## config.mk

```make
export PLATFORM = sky130hd
export DESIGN_NAME = falling_char_engine
export DESIGN_NICKNAME = d
export VERILOG_FILES = /design/src/rtl/falling_char_engine.sv
export SDC_FILE = /design/constraint.sdc
export NUM_CORES = 1
export LEC_CHECK = 0
export CORE_ASPECT_RATIO = 1.4
export CORE_MARGIN = 2
export CORE_UTILIZATION = 40
export CTS_BUF_LIST = sky130_fd_sc_hd__clkbuf_4 sky130_fd_sc_hd__clkbuf_8 sky130_fd_sc_hd__clkbuf_16
export CTS_CLUSTER_DIAMETER = 30
export CTS_CLUSTER_SIZE = 24
export DETAILED_ROUTE_END_ITERATION = 10
export GPL_TIMING_DRIVEN = 0
export PLACE_DENSITY = 0.56
export SYNTH_ARGS = -nofsm -noshare
export SYNTH_HDL_FRONTEND = slang
export SYNTH_SLANG_ARGS = --single-unit
```

## constraint.sdc

```tcl
create_clock -name clk -period 46.1 [get_ports clk]
set_clock_uncertainty 0.1 [all_clocks]
set_input_delay 9.22 -clock clk [delete_from_list [all_inputs] [get_ports clk]]
set_output_delay 9.22 -clock clk [all_outputs]
set_load 0.01 [all_outputs]
```

## src/rtl/falling_char_engine.sv

```systemverilog
// Game core for a falling-letters typing game: per-lane character positions,
// key matching, miss accounting and the IDLE/PLAY/OVER game flow.
module falling_char_engine #(
  parameter int NUM_LANES    = 8,
  parameter int Y_W          = 10,
  parameter int SPEED_W      = 3,
  parameter int LOWER_BOUND  = 480,
  parameter int MAX_LIVES    = 3,
  parameter int SCORE_W      = 8,
  parameter int MISS_PENALTY = 0,
  localparam int LANE_W      = (NUM_LANES > 1) ? $clog2(NUM_LANES) : 1
) (
  input  logic                 clk,
  input  logic                 rst_n,
  input  logic                 start,
  input  logic                 tick,
  input  logic                 spawn_valid,
  output logic                 spawn_ready,
  input  logic [LANE_W-1:0]    spawn_lane,
  input  logic [7:0]           spawn_char,
  input  logic [SPEED_W-1:0]   spawn_speed,
  input  logic                 key_valid,
  input  logic [7:0]           key_ascii,
  input  logic [LANE_W-1:0]    rd_lane,
  output logic [7:0]           rd_char,
  output logic [Y_W-1:0]       rd_y,
  output logic                 rd_active,
  output logic [1:0]           state,
  output logic [SCORE_W-1:0]   score,
  output logic [3:0]           lives,
  output logic [NUM_LANES-1:0] lane_active,
  output logic                 hit,
  output logic                 miss,
  output logic                 gameover
);

  localparam logic [1:0]         ST_IDLE    = 2'd0;
  localparam logic [1:0]         ST_PLAY    = 2'd1;
  localparam logic [1:0]         ST_OVER    = 2'd2;
  localparam logic [LANE_W:0]    LANE_LIMIT = (LANE_W+1)'(NUM_LANES);
  localparam logic [Y_W:0]       Y_LIMIT    = (Y_W+1)'(LOWER_BOUND);
  localparam logic [SCORE_W-1:0] SCORE_MAX  = {SCORE_W{1'b1}};
  localparam logic [3:0]         LIVES_INIT = 4'(MAX_LIVES);

  logic [1:0]           state_reg, state_next;
  logic [Y_W-1:0]       lane_y_reg     [NUM_LANES];
  logic [7:0]           lane_char_reg  [NUM_LANES];
  logic [SPEED_W-1:0]   lane_speed_reg [NUM_LANES];
  logic [NUM_LANES-1:0] lane_active_reg;
  logic [SCORE_W-1:0]   score_reg, score_next;
  logic [3:0]           lives_reg, lives_next;
  logic                 hit_reg, hit_next;
  logic                 miss_reg, miss_next;
  logic                 gameover_reg, gameover_next;

  logic                 in_play, game_start, spawn_fire, rd_ok;
  logic                 match_found;
  logic [LANE_W-1:0]    match_idx;
  logic [Y_W-1:0]       match_y;
  logic [NUM_LANES-1:0] lane_hit, lane_miss, lane_spawn;
  logic [Y_W:0]         moved_y [NUM_LANES];
  logic [7:0]           miss_cnt;
  logic [3:0]           lives_after;
  logic [SPEED_W-1:0]   spawn_speed_eff;

  assign in_play         = (state_reg == ST_PLAY);
  assign game_start      = (state_reg == ST_IDLE) && start;
  assign spawn_ready     = in_play && ({1'b0, spawn_lane} < LANE_LIMIT) && !lane_active_reg[spawn_lane];
  assign spawn_fire      = spawn_valid && spawn_ready;
  assign spawn_speed_eff = (spawn_speed == '0) ? SPEED_W'(1) : spawn_speed;

  // Lowest character on screen wins; strict compare keeps the lowest index on ties.
  always_comb begin
    match_found = 1'b0;
    match_idx   = '0;
    match_y     = '0;
    for (int i = 0; i < NUM_LANES; i++) begin
      if (lane_active_reg[i] && (lane_char_reg[i] == key_ascii) &&
          (!match_found || (lane_y_reg[i] > match_y))) begin
        match_found = 1'b1;
        match_idx   = LANE_W'(i);
        match_y     = lane_y_reg[i];
      end
    end
  end

  genvar gi;
  generate
    for (gi = 0; gi < NUM_LANES; gi++) begin : g_lane
      assign moved_y[gi]    = {1'b0, lane_y_reg[gi]} + (Y_W+1)'(lane_speed_reg[gi]);
      assign lane_hit[gi]   = in_play && key_valid && match_found && (match_idx == LANE_W'(gi));
      // A lane removed by a key this cycle is neither moved nor counted as missed.
      assign lane_miss[gi]  = in_play && tick && lane_active_reg[gi] && !lane_hit[gi] &&
                              (moved_y[gi] >= Y_LIMIT);
      assign lane_spawn[gi] = spawn_fire && (spawn_lane == LANE_W'(gi));
    end
  endgenerate

  always_comb begin
    miss_cnt = '0;
    for (int i = 0; i < NUM_LANES; i++) begin
      miss_cnt = miss_cnt + 8'(lane_miss[i]);
    end
    lives_after = ({4'b0, lives_reg} > miss_cnt) ? (lives_reg - miss_cnt[3:0]) : 4'd0;
  end

  always_ff @(posedge clk or negedge rst_n) begin
    if (!rst_n) begin
      state_reg <= ST_IDLE;
    end else begin
      state_reg <= state_next;
    end
  end

  always_comb begin
    state_next = state_reg;
    case (state_reg)
      ST_IDLE: if (start) state_next = ST_PLAY;
      ST_PLAY: if (lives_after == 4'd0) state_next = ST_OVER;
      ST_OVER: if (start) state_next = ST_IDLE;
      default: state_next = ST_IDLE;
    endcase
  end

  always_comb begin
    score_next    = score_reg;
    lives_next    = lives_reg;
    hit_next      = in_play && key_valid && match_found;
    miss_next     = in_play && (miss_cnt != 8'd0);
    gameover_next = in_play && (state_next == ST_OVER);
    if (game_start) begin
      score_next = '0;
      lives_next = LIVES_INIT;
    end else if (in_play) begin
      lives_next = lives_after;
      if (key_valid) begin
        if (match_found) begin
          if (score_reg != SCORE_MAX) score_next = score_reg + SCORE_W'(1);
        end else if ((MISS_PENALTY != 0) && (score_reg != '0)) begin
          score_next = score_reg - SCORE_W'(1);
        end
      end
    end
  end

  always_ff @(posedge clk or negedge rst_n) begin
    if (!rst_n) begin
      score_reg    <= '0;
      lives_reg    <= LIVES_INIT;
      hit_reg      <= 1'b0;
      miss_reg     <= 1'b0;
      gameover_reg <= 1'b0;
    end else begin
      score_reg    <= score_next;
      lives_reg    <= lives_next;
      hit_reg      <= hit_next;
      miss_reg     <= miss_next;
      gameover_reg <= gameover_next;
    end
  end

  always_ff @(posedge clk or negedge rst_n) begin
    if (!rst_n) begin
      lane_active_reg <= '0;
      for (int i = 0; i < NUM_LANES; i++) begin
        lane_y_reg[i]     <= '0;
        lane_char_reg[i]  <= '0;
        lane_speed_reg[i] <= '0;
      end
    end else begin
      for (int i = 0; i < NUM_LANES; i++) begin
        if (game_start || lane_hit[i] || lane_miss[i]) begin
          lane_active_reg[i] <= 1'b0;
          lane_y_reg[i]      <= '0;
          lane_char_reg[i]   <= '0;
          lane_speed_reg[i]  <= '0;
        end else if (lane_spawn[i]) begin
          lane_active_reg[i] <= 1'b1;
          lane_y_reg[i]      <= '0;
          lane_char_reg[i]   <= spawn_char;
          lane_speed_reg[i]  <= spawn_speed_eff;
        end else if (in_play && tick && lane_active_reg[i]) begin
          lane_y_reg[i] <= moved_y[i][Y_W-1:0];
        end
      end
    end
  end

  assign rd_ok       = ({1'b0, rd_lane} < LANE_LIMIT);
  assign rd_char     = rd_ok ? lane_char_reg[rd_lane] : 8'd0;
  assign rd_y        = rd_ok ? lane_y_reg[rd_lane] : '0;
  assign rd_active   = rd_ok ? lane_active_reg[rd_lane] : 1'b0;
  assign state       = state_reg;
  assign score       = score_reg;
  assign lives       = lives_reg;
  assign lane_active = lane_active_reg;
  assign hit         = hit_reg;
  assign miss        = miss_reg;
  assign gameover    = gameover_reg;

endmodule

```

==> flow_results.xml <==
<?xml version="1.0" encoding="UTF-8"?>
<metrics>
  <group name="sta">
    <metric name="unrepaired_setup_endpoints_after_global_routing" unit="">false</metric>
    <metric name="report.final.setup_viol" unit="">0</metric>
    <metric name="remaining_max_slew_budget_at_the_tightest_pin" unit="%">11.8</metric>
    <metric name="report.final.hold_viol_count" unit="">0</metric>
    <metric name="worst_pin_slew" unit="ns">1.32</metric>
    <metric name="final-max-slew-violation-count" unit="">0</metric>
    <metric name="layout_min_cycle_time" unit="ns">31.63</metric>
    <metric name="clock.fmax" unit="GHz">0.0316</metric>
    <metric name="period_share" unit="%">68.6</metric>
    <metric name="fin_tns_setup" unit="ns">0</metric>
  </group>
  <group name="finish">
    <metric name="flow.area_growth_from_synthesis" unit="%">11.5</metric>
    <metric name="finalNonFillerCells" unit="">2207</metric>
    <metric name="finish.utilization" unit="%">44.9</metric>
    <metric name="filler_cell_count" unit="">3671</metric>
    <metric name="n_antenna_cell" unit="">0</metric>
    <metric name="largest_register_ffs" unit="">80</metric>
    <metric name="layout.nets" unit="">1867</metric>
    <metric name="final_layout_size_suffix_gt1_share" unit="%">9.11</metric>
  </group>
  <group name="placement">
    <metric name="place_hpwl" unit="mm">40.8</metric>
    <metric name="placed_cells" unit="">2175</metric>
    <metric name="numPortBuffers" unit="">53</metric>
    <metric name="finalWeightedCongestion" unit="">0.949</metric>
  </group>
  <group name="clock_tree">
    <metric name="cts_max_path_buffers" unit="">2</metric>
    <metric name="clock_tree.root_cell" unit="">clkbuf_16</metric>
    <metric name="ctsHtreeMaxLevel" unit="">4</metric>
    <metric name="cts_hold_buffers" unit="">0</metric>
    <metric name="post_cts.resized_instances" unit="">0</metric>
    <metric name="clk-insertion-delay-late" unit="ns">0.48</metric>
    <metric name="clkSinkCount" unit="">193</metric>
    <metric name="worst_setup_hold_path_clk_slew" unit="ns">0.09</metric>
    <metric name="cts_made_buffers" unit="">17</metric>
    <metric name="post_cts_buffers" unit="">0</metric>
    <metric name="clock_tree_from_tritoncts" unit="">done</metric>
  </group>
  <group name="yosys">
    <metric name="synth-edff-count" unit="">0</metric>
    <metric name="flip_flop_and_latch_count_after_synthesis" unit="">193</metric>
    <metric name="postSynthAreaPerCell" unit="µm²">9.12</metric>
    <metric name="synth.lib_cells_used.distinct" unit="">81</metric>
    <metric name="ys_warn_count" unit="">0</metric>
    <metric name="asyncSetResetFlopFracSynth" unit="%">100</metric>
    <metric name="synth.largest_area_cell" unit="">dfrtp_1</metric>
    <metric name="synth_seq_area_share" unit="%">32.2</metric>
    <metric name="syn-instance-count" unit="">1647</metric>
    <metric name="synth_top_cells_by_area" unit="">dfrtp_1 (32%), ha_1 (8.5%), xnor2_1 (6.4%)</metric>
    <metric name="top_cell_types_by_occurrence_after_synthesis" unit="">nand2_1 (199), dfrtp_1 (191), xnor2_1 (110), ha_1 (102), nor2_1 (102)</metric>
    <metric name="synth_ff_type" unit="">dfrtp_1</metric>
    <metric name="yosysTopAreaCellShare" unit="%">31.8</metric>
    <metric name="syn_nets" unit="">1793</metric>
    <metric name="synth.cell_area" unit="µm²">15000</metric>
    <metric name="yosysMostFrequentCell" unit="">nand2_1</metric>
  </group>
  <group name="global_routing">
    <metric name="grt_antenna_before_repair" unit="">0</metric>
    <metric name="global_route_wire_length_before_repair" unit="mm">78.8</metric>
    <metric name="global_route.overflow_total" unit="">0</metric>
    <metric name="grt_util_all_layers" unit="%">26.8</metric>
    <metric name="grt_max_degree" unit="">105</metric>
    <metric name="first_global_vias" unit="">13500</metric>
  </group>
  <group name="worst_setup_path">
    <metric name="critical_path_peak_fanout" unit="">10</metric>
    <metric name="endpoint_kind" unit="">flip-flop</metric>
    <metric name="cell_class_contributing_the_biggest_share_of_worst_path_delay" unit="">compound AO/OA/AOI/OAI gates</metric>
    <metric name="cp_slowest_stage_delay" unit="ns">0.73</metric>
    <metric name="ff_to_ff_path_depth" unit="">82</metric>
    <metric name="worst-endpoint-arrival" unit="ns">31.95</metric>
    <metric name="crit_start" unit="">key_ascii[1]</metric>
    <metric name="reg2reg_from" unit="">lane_char_reg[57]</metric>
    <metric name="cp_data_required_time" unit="ns">46.42</metric>
    <metric name="reg2reg_to" unit="">state[1]</metric>
    <metric name="worstPathBufferInverterCount" unit="">12</metric>
    <metric name="startpoint_type" unit="">input pin</metric>
    <metric name="path_class" unit="">input pin to flip-flop</metric>
    <metric name="crit_top_cell" unit="">ha_1</metric>
    <metric name="rrSetupSlack" unit="ns">22.94</metric>
    <metric name="cp_slowest_cell" unit="">nor3_1</metric>
  </group>
  <group name="power">
    <metric name="max-vdd-ir-drop" unit="mV">0.0295</metric>
    <metric name="leakage_dissipation" unit="nW">6.94</metric>
    <metric name="totalPowerFinal" unit="mW">0.486</metric>
    <metric name="power_per_cell_area" unit="nW/µm²">29.0</metric>
  </group>
  <group name="status">
    <metric name="run_status" unit="">completed</metric>
  </group>
  <group name="die">
    <metric name="core_region_area" unit="µm²">37300</metric>
    <metric name="start_util" unit="%">40.2</metric>
    <metric name="die_outline_height" unit="µm">233</metric>
    <metric name="ios" unit="">76</metric>
    <metric name="die-width" unit="µm">168</metric>
    <metric name="die-area" unit="µm²">39100</metric>
    <metric name="core.rowCount" unit="">84</metric>
  </group>
  <group name="drt">
    <metric name="wire_per_inst" unit="µm">23.3</metric>
    <metric name="viasPerCell" unit="">6.03</metric>
    <metric name="drc" unit="">0</metric>
    <metric name="drt_first_pass_iters" unit="">6</metric>
    <metric name="dr_total_vias" unit="">13300</metric>
    <metric name="postRouteAntennaNets" unit="">0</metric>
    <metric name="wirelength" unit="mm">51.4</metric>
    <metric name="drt-initial-drc-count" unit="">1011</metric>
  </group>
  <group name="worst_hold_path">
    <metric name="min_from" unit="">lane_speed_reg[17]</metric>
    <metric name="min_path_cells" unit="">1</metric>
    <metric name="min_delay_worst_endpoint" unit="">lane_speed_reg[17]</metric>
    <metric name="holdCritPathClass" unit="">flip-flop to flip-flop</metric>
  </group>
  <group name="flow_run">
    <metric name="max-cap-violations" unit="">0</metric>
  </group>
</metrics>
## cells by family (layout without fill, tap and decap cells)
logic type	count (synthesis)	after routing	share of synthesized area, %
and+or+nand+nor	604	604	19.6
AOI/OAI and AO/OA	351	351	16.6
DFF	193	193	32.2
buffers and inverters	172	259	4.92
xor gates and xnor gates	140	140	8.17
adders and majority gates	115	115	10.2
muxes	72	72	8.29
## layer usage
| metal | track usage [%] | up-vias | share of wire [%] |
|---|---|---|---|
| met3 | 2.83 | 122 | 3.4 |
| met1 | 30.8 | 6631 | 39 |
| met5 | 0 | - | 0 |
| met4 | 14.0 | 0 | 5.1 |
| li1 | - | 6177 | - |
| met2 | 49.1 | 381 | 52 |
## power breakdown
part	switching, mW	internal, mW	leakage [nW]
Clock	0.0781	0.0734	0.279
Combinational	0.0802	0.0506	3.99
Sequential	0.0192	0.184	2.67
## worst max-delay path by stage
| stage | end | cells past startpoint | slack [ns] |
|---|---|---|---|
| 5_1_grt | state[1] | 83 | 13.34 |
| 2_1_floorplan | state[1] | 80 | 19.26 |
| 3_3_place_gp | state[1] | 82 | 13.83 |
| 3_5_place_dp | state[1] | 83 | 14.31 |
| 4_1_cts | state[1] | 83 | 14.74 |
| 6_report | state[1] | 83 | 14.47 |
## metrics by stage
step	cell area, µm²	worst slack, ns	hold slack [ns]
6_report	16700	14.47	0.419
5_1_grt	16700	13.34	0.431
4_1_cts	16700	14.74	0.418
3_5_place_dp	16200	14.31	0.394
3_3_place_gp	16100	13.83	0.404
2_1_floorplan	15000	19.26	0.370
## cell usage in the layout, fill, tap and decap left out, types with 11 or more instances in the layout
| cell type | n |
|---|---|
| a21oi_1 | 53 |
| nand2_1 | 199 |
| nor3_1 | 69 |
| fa_1 | 13 |
| o21ai_0 | 76 |
| inv_1 | 61 |
| clkbuf_1 | 73 |
| mux4_2 | 40 |
| xor2_1 | 30 |
| nand3_1 | 57 |
| a211oi_1 | 14 |
| xnor2_1 | 110 |
| buf_1 | 15 |
| o41ai_1 | 12 |
| a32oi_1 | 11 |
| nand4_1 | 46 |
| o221ai_1 | 11 |
| nor2_1 | 102 |
| or3_1 | 13 |
| nor4_1 | 23 |
| mux2i_1 | 13 |
| o22ai_1 | 16 |
| clkbuf_16 | 17 |
| a21o_1 | 40 |
| ha_1 | 102 |
| a22o_1 | 22 |
| mux2_2 | 19 |
| and3_1 | 16 |
| and2_1 | 20 |
| dfrtp_1 | 191 |
| clkdlybuf4s50_1 | 52 |
## area by class of cell
| class | count | area [µm²] | area share [%] |
|---|---|---|---|
| clock buffer | 19 | 447 | 2.67 |
| timing repair buffer | 55 | 573 | 3.42 |
| multi-input combinational | 1282 | 9440 | 56.4 |
| buffer | 111 | 509 | 3.04 |
| clock inverter | 13 | 116 | 0.695 |
| sequential | 193 | 4830 | 28.9 |
| tap | 473 | 592 | 3.53 |
| inverter | 61 | 229 | 1.37 |
Power figures use the tool's default switching activity.
